$ cat src/rtl/rst_sequencer_pkg.sv
`default_nettype none
// ============================================================================
//  Module      : rst_sequencer_pkg
//  Description : Shared definitions for the reset sequencer: FSM state
//                encoding and state type.
//  Ports       : none (package)
//  Revision    : 1.0 - initial release
// ============================================================================
package rst_sequencer_pkg;

    // State encoding is visible on the seq_state port, so values are fixed.
    typedef enum logic [1:0] {
        ST_COLD    = 2'd0,
        ST_WAIT    = 2'd1,
        ST_STAGGER = 2'd2,
        ST_RUN     = 2'd3
    } seq_state_t;

endpackage : rst_sequencer_pkg
`default_nettype wire

$ cat src/rtl/sync_2ff.sv
`default_nettype none
// ============================================================================
//  Module      : sync_2ff
//  Description : Plain two-flop synchroniser for a bus of independent
//                asynchronous level signals.
//  Ports       : clk200    - destination clock
//                sys_rst_n - synchronous active-low reset (flops clear to 0)
//                async_in  - asynchronous inputs, WIDTH bits
//                sync_out  - synchronised outputs, WIDTH bits
//  Revision    : 1.0 - initial release
// ============================================================================
module sync_2ff
    import rst_sequencer_pkg::*;
#(
    parameter int WIDTH = 1
) (
    input  logic             clk200,
    input  logic             sys_rst_n,
    input  logic [WIDTH-1:0] async_in,
    output logic [WIDTH-1:0] sync_out
);

    logic [WIDTH-1:0] r_meta;
    logic [WIDTH-1:0] r_sync;

    always_ff @(posedge clk200) begin
        if (!sys_rst_n) begin
            r_meta <= '0;
            r_sync <= '0;
        end else begin
            r_meta <= async_in;
            r_sync <= r_meta;
        end
    end

    assign sync_out = r_sync;

endmodule : sync_2ff
`default_nettype wire

$ cat src/rtl/rst_sequencer.sv
`default_nettype none
// ============================================================================
//  Module      : rst_sequencer
//  Description : Power-on reset generator followed by ordered, staggered
//                release of NUM_CH downstream reset domains. Each domain is
//                released only when its synchronised ready input is high.
//                Losing ready on a released domain re-sequences from the
//                lowest lost domain upward; ext_rst_req restarts everything.
//  Ports       : clk200       - single clock
//                sys_rst_n    - synchronous active-low reset
//                ext_rst_req  - level request for a full cold restart
//                ch_ready     - per-channel ready (asynchronous)
//                ch_rst       - per-domain reset, active high
//                all_released - registered flag, every ch_rst bit is 0
//                seq_state    - FSM state (COLD/WAIT/STAGGER/RUN = 0..3)
//                loss_cnt     - per-channel saturating loss counters
//  Revision    : 1.0 - initial release
// ============================================================================
module rst_sequencer
    import rst_sequencer_pkg::*;
#(
    parameter int NUM_CH  = 2,
    parameter int CNT_W   = 14,
    parameter int STAGGER = 16,
    parameter int LOSS_W  = 8
) (
    input  logic                     clk200,
    input  logic                     sys_rst_n,
    input  logic                     ext_rst_req,
    input  logic [NUM_CH-1:0]        ch_ready,
    output logic [NUM_CH-1:0]        ch_rst,
    output logic                     all_released,
    output logic [1:0]               seq_state,
    output logic [NUM_CH*LOSS_W-1:0] loss_cnt
);

    localparam int c_PW = (NUM_CH > 1) ? $clog2(NUM_CH) : 1;
    localparam int c_SW = (STAGGER > 1) ? $clog2(STAGGER) : 1;
    // One counter serves both the cold hold and the stagger gap.
    localparam int c_CW = (CNT_W > c_SW) ? CNT_W : c_SW;

    localparam logic [c_CW-1:0]   c_COLD_LAST = c_CW'({CNT_W{1'b1}});
    localparam logic [c_CW-1:0]   c_STG_LAST  = c_CW'(STAGGER - 1);
    localparam logic [c_CW-1:0]   c_CNT_ONE   = c_CW'(1);
    localparam logic [c_PW-1:0]   c_LAST_CH   = c_PW'(NUM_CH - 1);
    localparam logic [c_PW-1:0]   c_PTR_ONE   = c_PW'(1);
    localparam logic [LOSS_W-1:0] c_LOSS_MAX  = {LOSS_W{1'b1}};
    localparam logic [LOSS_W-1:0] c_LOSS_ONE  = LOSS_W'(1);

    seq_state_t         r_state, w_state_nx;
    logic [c_CW-1:0]    r_cnt, w_cnt_nx;
    logic [c_PW-1:0]    r_ptr, w_ptr_nx;
    logic [NUM_CH-1:0]  r_ch_rst, w_ch_rst_nx;
    logic               r_all_rel;

    logic [NUM_CH-1:0]  w_rdy_s;
    logic [NUM_CH-1:0]  w_lost;
    logic [NUM_CH-1:0]  w_clr;
    logic [c_PW-1:0]    w_lost_idx;

    sync_2ff #(
        .WIDTH     (NUM_CH)
    ) u_sync (
        .clk200    (clk200),
        .sys_rst_n (sys_rst_n),
        .async_in  (ch_ready),
        .sync_out  (w_rdy_s)
    );

    // ------------------------------------------------------------------
    // Next-state logic
    // ------------------------------------------------------------------
    always_comb begin
        w_state_nx  = r_state;
        w_cnt_nx    = r_cnt;
        w_ptr_nx    = r_ptr;
        w_ch_rst_nx = r_ch_rst;
        w_lost      = '0;
        w_clr       = '0;
        w_lost_idx  = '0;

        // A released domain whose ready has dropped is lost. COLD never has
        // a released domain, but gating keeps the intent explicit.
        if (r_state != ST_COLD) begin
            w_lost = ~r_ch_rst & ~w_rdy_s;
        end

        // Lowest lost index (scan downward so the lowest one wins).
        for (int i = NUM_CH - 1; i >= 0; i--) begin
            if (w_lost[i]) begin
                w_lost_idx = c_PW'(i);
            end
        end

        // Re-assert every domain at or above the lowest lost one.
        for (int j = 0; j < NUM_CH; j++) begin
            for (int k = 0; k <= j; k++) begin
                if (w_lost[k]) begin
                    w_clr[j] = 1'b1;
                end
            end
        end

        if (ext_rst_req) begin
            w_state_nx  = ST_COLD;
            w_cnt_nx    = '0;
            w_ptr_nx    = '0;
            w_ch_rst_nx = '1;
        end else if (|w_lost) begin
            // Overrides any release of a higher channel this cycle.
            w_state_nx  = ST_WAIT;
            w_cnt_nx    = '0;
            w_ptr_nx    = w_lost_idx;
            w_ch_rst_nx = r_ch_rst | w_clr;
        end else begin
            case (r_state)
                ST_COLD: begin
                    if (r_cnt == c_COLD_LAST) begin
                        w_state_nx = ST_WAIT;
                        w_cnt_nx   = '0;
                    end else begin
                        w_cnt_nx   = r_cnt + c_CNT_ONE;
                    end
                end
                ST_WAIT: begin
                    if (w_rdy_s[r_ptr]) begin
                        w_ch_rst_nx[r_ptr] = 1'b0;
                        w_cnt_nx           = '0;
                        w_state_nx         = ST_STAGGER;
                    end
                end
                ST_STAGGER: begin
                    if (r_cnt == c_STG_LAST) begin
                        w_cnt_nx = '0;
                        if (r_ptr == c_LAST_CH) begin
                            w_state_nx = ST_RUN;
                        end else begin
                            w_ptr_nx   = r_ptr + c_PTR_ONE;
                            w_state_nx = ST_WAIT;
                        end
                    end else begin
                        w_cnt_nx = r_cnt + c_CNT_ONE;
                    end
                end
                ST_RUN: begin
                    w_state_nx = ST_RUN;
                end
            endcase
        end
    end

    // ------------------------------------------------------------------
    // State registers
    // ------------------------------------------------------------------
    always_ff @(posedge clk200) begin
        if (!sys_rst_n) begin
            r_state   <= ST_COLD;
            r_cnt     <= '0;
            r_ptr     <= '0;
            r_ch_rst  <= '1;
            r_all_rel <= 1'b0;
        end else begin
            r_state   <= w_state_nx;
            r_cnt     <= w_cnt_nx;
            r_ptr     <= w_ptr_nx;
            r_ch_rst  <= w_ch_rst_nx;
            // Follows the registered ch_rst, so it lags it by one cycle.
            r_all_rel <= (r_ch_rst == '0);
        end
    end

    // ------------------------------------------------------------------
    // Per-channel saturating loss counters. Losses are counted even when
    // ext_rst_req wins the cycle; only sys_rst_n clears them.
    // ------------------------------------------------------------------
    for (genvar gi = 0; gi < NUM_CH; gi++) begin : g_loss
        logic [LOSS_W-1:0] r_loss;

        always_ff @(posedge clk200) begin
            if (!sys_rst_n) begin
                r_loss <= '0;
            end else if (w_lost[gi] && (r_loss != c_LOSS_MAX)) begin
                r_loss <= r_loss + c_LOSS_ONE;
            end
        end

        assign loss_cnt[gi*LOSS_W +: LOSS_W] = r_loss;
    end

    assign ch_rst       = r_ch_rst;
    assign all_released = r_all_rel;
    assign seq_state    = r_state;

endmodule : rst_sequencer
`default_nettype wire

$ cat config.mk
export PLATFORM = sky130hd
export DESIGN_NAME = rst_sequencer
export DESIGN_NICKNAME = d
export VERILOG_FILES = /design/src/rtl/rst_sequencer_pkg.sv /design/src/rtl/sync_2ff.sv /design/src/rtl/rst_sequencer.sv
export SDC_FILE = /design/constraint.sdc
export NUM_CORES = 1
export LEC_CHECK = 0
export CAP_MARGIN = 20
export CORE_ASPECT_RATIO = 2
export CORE_MARGIN = 1.5
export CORE_UTILIZATION = 31
export CTS_CLUSTER_DIAMETER = 60
export DETAILED_ROUTE_END_ITERATION = 8
export PLACE_DENSITY_LB_ADDON = 0.2
export SETUP_SLACK_MARGIN = 0.1
export SYNTH_ARGS = -nofsm -noshare
export SYNTH_HDL_FRONTEND = slang
export SYNTH_HIERARCHICAL = 1
export SYNTH_SLANG_ARGS = --single-unit
$ cat constraint.sdc
create_clock -name clk200 -period 2.03 [get_ports clk200]
set_input_delay 0.406 -clock clk200 [delete_from_list [all_inputs] [get_ports clk200]]
set_output_delay 0.406 -clock clk200 [all_outputs]
set_load 0.01 [all_outputs]
; Word level (Yosys, flattened, before mapping)
; Cells that the tools add are included.
[word_totals]
output_inout_bits = 21
input_bits = 5
ff_bits = 40
[op_classes]
magnitude_cmp = 2
n_reduce_logical = 19
mux = 26
n_bitwise = 7
addsub = 4
n_eq_ne = 13
[ops]
columns = operator, count
row1 = $mux W14, 3
row2 = $pmux W14 S3, 1
row3 = $add A8 B1 Y8 const B, 2
row4 = $mux W2, 8
row5 = $ne A8 B8 Y1 const B, 2
row6 = $add A14 B1 Y14 const B, 1
row7 = $eq A14 B14 Y1 const B, 1
row8 = $eq A14 B4 Y1 const B, 1
row9 = $mux W1, 12
row10 = $reduce_bool A2 Y1, 5
row11 = $ne A3 B3 Y1 const B, 3
row12 = $pmux W2 S4, 1
row13 = $ne A2 B2 Y1 const B, 3
row14 = $not A2 Y2, 3
row15 = $reduce_and A2 Y1, 3
row16 = $reduce_and A3 Y1, 2
row17 = $and A2 B2 Y2, 2
row18 = $eq A2 B2 Y1 const B, 2
row19 = $logic_not A2 Y1, 2
row20 = $reduce_or A2 Y1, 2
row21 = $reduce_or A4 Y1, 1
row22 = $logic_and A1 B1 Y1, 3
row23 = $reduce_bool A3 Y1, 1
row24 = $eq A2 B1 Y1 const B, 1
row25 = 6 further kinds, 6

; Depth between registers and ports, before layout
; Gate-level depths: netlist (run 1).
[logic_depth]
ltp_word = 9
depth_mapped = 8

; Hierarchy
; Netlist (run 1), hierarchy kept.
[modules_own_cells]
columns = mod, n_inst, cells_each, area_each_um2
row1 = rst_sequencer, 1, 194, 1830.5
row2 = sync_2ff, 1, 8, 105.1

; Worst setup path after synthesis (run 1)
; No wires, ideal clock.
[synth_path]
kind = flip-flop to flip-flop
start = register r_state[0] (netlist: seq_state[0])
end = register g_loss[1].r_loss[5]
stages_incl_launch_ff = 8
setup_slack_ns = -0.028
path_buffers = 0
setup_ns = 0.070
arrival_ns = 1.988
path_cell_list = dfxtp_1 inv_1 ha_1 or3_4 a41oi_4 nand3_2 or3_1 a21boi_1
[synth_via]
elab_chain_cells = 3
[synth_lines]
columns = element, line_no
row1 = from (decl), rst_sequencer.sv:50  ; seq_state_t r_state, w_state_nx;
row2 = from (signal assigned), rst_sequencer.sv:163  ; r_state <= w_state_nx;
row3 = $reduce_bool A2 Y1, rst_sequencer.sv:84  ; if (r_state != ST_COLD) begin
row4 = $mux W2, rst_sequencer.sv:84
row5 = $logic_and A1 B1 Y1, rst_sequencer.sv:182  ; end else if (w_lost[gi] && (r_loss != c_LOSS_MAX)) begin
row6 = to (signal assigned), rst_sequencer.sv:183  ; r_loss <= r_loss + c_LOSS_ONE;
row7 = to (decl), rst_sequencer.sv:177  ; logic [LOSS_W-1:0] r_loss;
; Every way passes these cells.
; A chain may end at the register's enable or synchronous reset.

; Worst setup path in the final report (run 1)
[layout_path]
start = register r_state[1] (netlist: seq_state[1])
end = register g_loss[1].r_loss[5]
; The elaborated chain is that of the path after synthesis.

==> flow_summary.json, run 1 <==
{
  "synth_top_family_by_area": "simple AND/OR/NAND/NOR gates",
  "die_x_um": 58.9,
  "status": "finished, final reports clean",
  "cts.sinks": 40,
  "hold_path.class": "flip-flop to flip-flop",
  "syn_inst": 202,
  "end_kind": "flip-flop",
  "grt_use_total_pct": 14.4,
  "synth-edff-count": 0,
  "drt_iter0_drc": 80,
  "grt_setup_unrepaired": "no",
  "cap_violations": 0,
  "cp_slowest_cell": "or3_1",
  "max_freq_mhz": 546,
  "pre_cts_ws_ns": 0.112,
  "synth-xor-area-share_pct": 11.3,
  "worst_skew_pair.late_latency_ns": 0.28,
  "row_count": 40,
  "setup_tns_ns": 0,
  "antenna_found_initial": 0,
  "synth-adder-area-share_pct": 5.82,
  "vias": 1602,
  "max_stage_delay_ns": 0.36,
  "wl_per_cell_um": 13.9,
  "clock_path_buffers": 2,
  "clock_skew_ns": 0.00428,
  "synth_ff_type": "dfxtp_1",
  "cts_root_buf": "clkbuf_16",
  "area_growth_pct": 32.3,
  "hp-start": "u_sync/r_meta[1]",
  "cts_tree": "yes",
  "worst_pin_slew_ns": 0.679,
  "io_pins": 26,
  "crit_path_start_kind": "flip-flop",
  "rr_worst_depth": 7,
  "regArea_sq_um": 806,
  "min_period_ns": 1.83,
  "yosys_warnings": 6,
  "switching_share_pct": 20.0,
  "min_path_cells": 1,
  "dp_hpwl_mm": 3.31,
  "cpLargestDelayFamily": "simple AND/OR/NAND/NOR gates",
  "die_h_um": 115,
  "timing.rr.start": "seq_state[1]",
  "yosysSeqAreaShare_pct": 41.4,
  "ir_drop_mv": 0.423,
  "drt_pass1_iterations": 4,
  "portBuffers": 25,
  "drv_slew": 0,
  "path_buf_inv": 1,
  "grt_start_max_net_pins": 22,
  "p_switching_mw": 0.326,
  "ys_seq_elements": 40,
  "synth.area.mux_share_pct": 2.07,
  "synth_nets": 216,
  "rrSetupSlack_ns": 0.20,
  "p_int_mw": 1.30,
  "htree_levels": 2,
  "viasPerCell": 5.15,
  "place_congestion": 0.844,
  "grt_pass1_wl_mm": 7.32,
  "synthSimpleGateAreaFrac_pct": 26.9,
  "stdcell_count": 311,
  "grt_pass1_vias": 1603,
  "drc": 0,
  "clkSlewWorstSetupHoldPaths_ns": 0.06,
  "max-slew-margin-rel_pct": 53.4,
  "syn_avg_cell_area_sq_um": 9.58,
  "powerDensity_nw_per_um2": 635,
  "finalHoldViolations": 0,
  "seq_power_share_pct": 48.8,
  "synth_area_sq_um": 1940,
  "synth_cell_types": 42,
  "comb_power_share_pct": 2.6,
  "path_cells": "inv_4 -> ha_4 -> or3_4 -> a41oi_4 -> nand3_2 -> or3_1 -> a21boi_1",
  "fin_nets": 261,
  "start_util_pct": 32.2,
  "final_antenna_net_count": 0,
  "fin_ws_ns": 0.199,
  "r2r-end": "g_loss[1].r_loss[5]",
  "multiInputGateArea_sq_um": 1130,
  "dieArea_sq_um": 6760,
  "fin_crit_sh_pct": 90.2,
  "nFillCells": 601,
  "layout-drive-gt1-share_pct": 15.3,
  "grt_overflow_total": 0,
  "antenna_cells": 0,
  "hold_end": "u_sync/sync_out[1]",
  "wl_mm": 4.33,
  "path_class": "flip-flop to flip-flop",
  "worstPathRequired_ns": 2.24,
  "startpoint": "seq_state[1]",
  "crit_fanout": 8,
  "coreArea_sq_um": 6010,
  "setup_violations": 0,
  "ys_async_sr_fraction_pct": 0,
  "p_leak_nw": 0.958,
  "clock_power_share_pct": 48.7,
  "worstPathArrival_ns": 2.04,
  "cts_buffers": 5,
  "dp_cells": 299,
  "synth_compound_area_share_pct": 11.0
}
==> metrics by stage <==
stage | total power, mW | util [%] | hold slack [ns] | area (sq um)
floorplan | 0.828 | - | 0.412 | 1940
global placement | 0.853 | 39.2 | 0.429 | 2360
detailed placement | 0.854 | 39.2 | 0.426 | 2360
CTS | 1.66 | 41.9 | 0.433 | 2520
global route | 1.69 | 42.6 | 0.457 | 2560
finish | 1.63 | 42.6 | 0.430 | 2560
==> logic make-up (layout without fill, tap and decap cells) <==
group	Yosys count	in the layout
muxes	4	4
and+or+nand+nor	94	94
xor gates and xnor gates	25	25
buffers and inverters	7	53
AOI/OAI and AO/OA	23	23
DFF	40	40
adders and majority gates	9	9
==> worst register-to-register path, cell delays in order, from the launching register on <==
cell and delay, ns:
dfxtp_2 0.35, inv_4 0.05, ha_4 0.16, or3_4 0.33
a41oi_4 0.29, nand3_2 0.10, or3_1 0.36, a21boi_1 0.12
==> routing by layer <==
metal	share of wire [%]	global-route usage, %
met1	37	13.3
met2	59	27.1
met3	2.5	3.71
met4	1.9	8.03
met5	0	0
==> registers in the layout, indices dropped and copies added, names as in the netlist <==
| register | cells |
|---|---|
| r_ptr | 1 |
| g_loss.r_loss | 16 |
| seq_state | 2 |
| u_sync/r_meta | 2 |
| all_released | 1 |
| u_sync/sync_out | 2 |
| ch_rst | 2 |
| r_cnt | 14 |
==> power by group through the flow <==
stage	combinational (mW)	sequential (mW)	clock [mW]
floorplan	0.0191	0.809	0
global placement	0.0429	0.811	0
detailed placement	0.0434	0.811	0
CTS	0.0435	0.793	0.823
global route	0.0476	0.794	0.852
finish	0.0420	0.793	0.792
==> synthesized netlist by cell type, types with 2 or more instances <==
master     n  area, sq um
nor4_1     4         25.0
o21a_1     2         15.0
a211oi_1   2         15.0
ha_1       9          113
dfxtp_1   40          801
nand2b_1   3         18.8
and3_1     2         12.5
xnor2_1   12          105
nor2_1    17         63.8
inv_1      5         18.8
o21ai_0    3         15.0
or3_1      3         18.8
xor2_1    13          114
and4_1     3         26.3
nand4_1   11         68.8
nor2b_1    4         25.0
a31oi_1    2         12.5
nand3_1    7         35.0
nand2_1   15         56.3
and2_1    19          119
mux2i_1    4         40.0
a41oi_1    2         17.5
==> worst max-delay path by stage <==
stage                                      to  depth (start not counted)  slack, ns
after floorplan           g_loss[1].r_loss[5]                          7       0.13
after global placement    g_loss[1].r_loss[5]                          7       0.15
after detailed placement  g_loss[1].r_loss[5]                          7       0.11
after CTS                 g_loss[1].r_loss[5]                          7       0.12
after global routing                r_cnt[13]                          5       0.10
final                     g_loss[1].r_loss[5]                          7       0.20
==> cells in the final DEF (no fill, tap or decap), drive strengths merged, types with 5 or more instances in the layout <==
| master | n |
|---|---|
| clkdlybuf4s50 | 25 |
| clkbuf | 8 |
| ha | 9 |
| xor2 | 13 |
| nand2 | 15 |
| xnor2 | 12 |
| and2 | 19 |
| inv | 5 |
| dfxtp | 40 |
| nor2 | 17 |
| nand3 | 8 |
| buf | 15 |
| nand4 | 11 |
==> what timing repair did <==
action,CTS,global route
hold endpoints to repair,0,0
gates cloned,0,0
resized for setup,0,7
pin swaps,0,5
hold buffers,0,0
setup endpoints to repair,1,2
setup buffers,2,2
==> layout make-up <==
class / instances / share of cell area [%]
Multi-Input combinational cell: 155 / 44.3
Sequential cell: 40 / 31.5
Timing Repair Buffer: 40 / 14.7
Tap cell: 63 / 3.08
Inverter: 5 / 0.830
Clock buffer: 8 / 5.72
Note: power is estimated with default switching activity, not from simulation.
==> run 2, diff against run 1 <==
==> constraint.sdc (replaced) <==
create_clock -name clk200 -period 1.5 [get_ports clk200]
set_input_delay 0.3 -clock clk200 [delete_from_list [all_inputs] [get_ports clk200]]
set_output_delay 0.3 -clock clk200 [all_outputs]
set_load 0.01 [all_outputs]
==> flow_summary.json, run 2 (synthesis results as in run 1) <==
{
  "place_congestion": 0.766,
  "fin_crit_sh_pct": 123,
  "multiInputGateArea_sq_um": 1430,
  "area_growth_pct": 73.6,
  "hold_buffers": 0,
  "status": "complete, but fails checks",
  "powerDensity_nw_per_um2": 716,
  "path_class": "flip-flop to flip-flop",
  "antenna_cells": 0,
  "clock_skew_ns": 0.00526,
  "nFillCells": 550,
  "worst_skew_pair.late_latency_ns": 0.29,
  "final_common_cell": "buf_4",
  "clkSlewWorstSetupHoldPaths_ns": 0.06,
  "startpoint": "seq_state[0]",
  "regArea_sq_um": 816,
  "antenna_found_initial": 0,
  "grt_start_max_net_pins": 22,
  "cts.sinks": 40,
  "worstPathArrival_ns": 2.04,
  "crit_path_start_kind": "flip-flop",
  "dp_hpwl_mm": 3.59,
  "grt_overflow_total": 0,
  "layout-drive-gt1-share_pct": 48.0,
  "cts_buffers": 5,
  "fin_ws_ns": -0.352,
  "violations": "setup timing",
  "cts_tree": "yes",
  "largest_register_ffs": 16,
  "whs_ns": 0.433,
  "grt_setup_unrepaired": "yes",
  "rr_worst_depth": 8,
  "max_freq_mhz": 540,
  "fin_nets": 319,
  "hold_path.class": "flip-flop to flip-flop",
  "viasPerCell": 4.99,
  "end_kind": "flip-flop",
  "setup_tns_ns": -6.05,
  "min_period_ns": 1.85,
  "cts_root_buf": "clkbuf_16",
  "io_pins": 26,
  "dieArea_sq_um": 6760,
  "ir_drop_mv": 0.577,
  "hp-start": "u_sync/r_meta[0]",
  "die_h_um": 115,
  "grt_pass1_vias": 1874,
  "min_path_cells": 1,
  "top_regs": "g_loss.r_loss: 16 flops, r_cnt: 14 flops",
  "timing.rr.start": "seq_state[0]",
  "drv_slew": 0,
  "hold_end": "u_sync/sync_out[0]",
  "start_util_pct": 32.2,
  "drc": 0,
  "max-slew-margin-rel_pct": 76.0,
  "final_antenna_net_count": 0,
  "htree_levels": 2,
  "row_count": 40,
  "final_cell_mix": "buf_4, dfxtp_1, dlygate4sd2_1, and2_1",
  "rrSetupSlack_ns": -0.35,
  "worst_pin_slew_ns": 0.359,
  "crit_fanout": 6,
  "p_leak_nw": 1.44,
  "vias": 1841,
  "setup_violations": 32,
  "clock_path_buffers": 2,
  "wl_mm": 5.20,
  "wl_per_cell_um": 14.1,
  "portBuffers": 25,
  "cap_violations": 0,
  "grt_pass1_wl_mm": 8.31,
  "worstPathRequired_ns": 1.68,
  "die_x_um": 58.9,
  "grt_use_total_pct": 16.1,
  "regMostFlops": "g_loss.r_loss",
  "finalHoldViolations": 0,
  "drt_iter0_drc": 56,
  "r2r-end": "g_loss[1].r_loss[4]",
  "coreArea_sq_um": 6010,
  "drt_pass1_iterations": 4
}
run 2: area by class of cell:
cell class | count | area share [%]
timing repair buffer | 98 | 24.7
multi-input combinational | 155 | 42.6
clock buffer | 8 | 5.29
sequential | 40 | 24.3
tap | 63 | 2.35
inverter | 5 | 0.708
run 2: worst max path at each step:
stage,to,depth (start not counted)
2_1_floorplan,g_loss[1].r_loss[5],7
3_3_place_gp,g_loss[1].r_loss[5],7
3_5_place_dp,g_loss[1].r_loss[5],7
4_1_cts,g_loss[1].r_loss[5],7
5_1_grt,g_loss[1].r_loss[4],8
6_report,g_loss[1].r_loss[4],8
run 2: routing by layer:
metal / vias up / global-route usage (%) / part of all wire, %
met2: 35 / 30.7 / 60
li1: 917 / - / -
met5: - / 0 / 0
met1: 874 / 14.7 / 34
met3: 15 / 3.26 / 2.4
met4: 0 / 9.70 / 3.3
run 2: power breakdown:
group / switching, mW / internal [mW] / total, mW / leakage (nW)
clock: 0.433 / 0.809 / 1.24 / 0.0883
sequential: 0.00448 / 1.07 / 1.07 / 0.327
combinational: 0.0431 / 0.0507 / 0.0938 / 1.03
total: 0.481 / 1.93 / 2.41 / 1.44
run 2: repair_timing:
| item | 4_1_cts | 5_1_grt |
|---|---|---|
| gates resized for setup | 47 | 52 |
| pin swaps | 25 | 20 |
| setup buffers | 7 | 10 |
| endpoints found under the setup margin | 54 | 36 |
| cloned | 1 | 0 |
run 2: worst max-delay path, cell delays in order, from the launching register on:
cell and delay [ns]:
dfxtp_4 0.37, inv_4 0.04, ha_4 0.15, or3_4 0.37
a41oi_4 0.27, buf_4 0.17, nand4_1 0.11, xnor2_1 0.13
and2_1 0.14
run 2: metrics by stage:
stage | instance area (sq um) | total power [mW] | utilization [%] | worst slack, ns | cells
3_3_place_gp | 2730 | 1.16 | 45.5 | -0.271 | 346
5_1_grt | 3360 | 2.49 | 55.9 | -0.406 | 369
2_1_floorplan | 1970 | 1.12 | - | -0.303 | 202
4_1_cts | 3070 | 2.43 | 51.1 | -0.282 | 360
6_report | 3360 | 2.41 | 55.9 | -0.352 | 369
3_5_place_dp | 2730 | 1.16 | 45.5 | -0.292 | 346
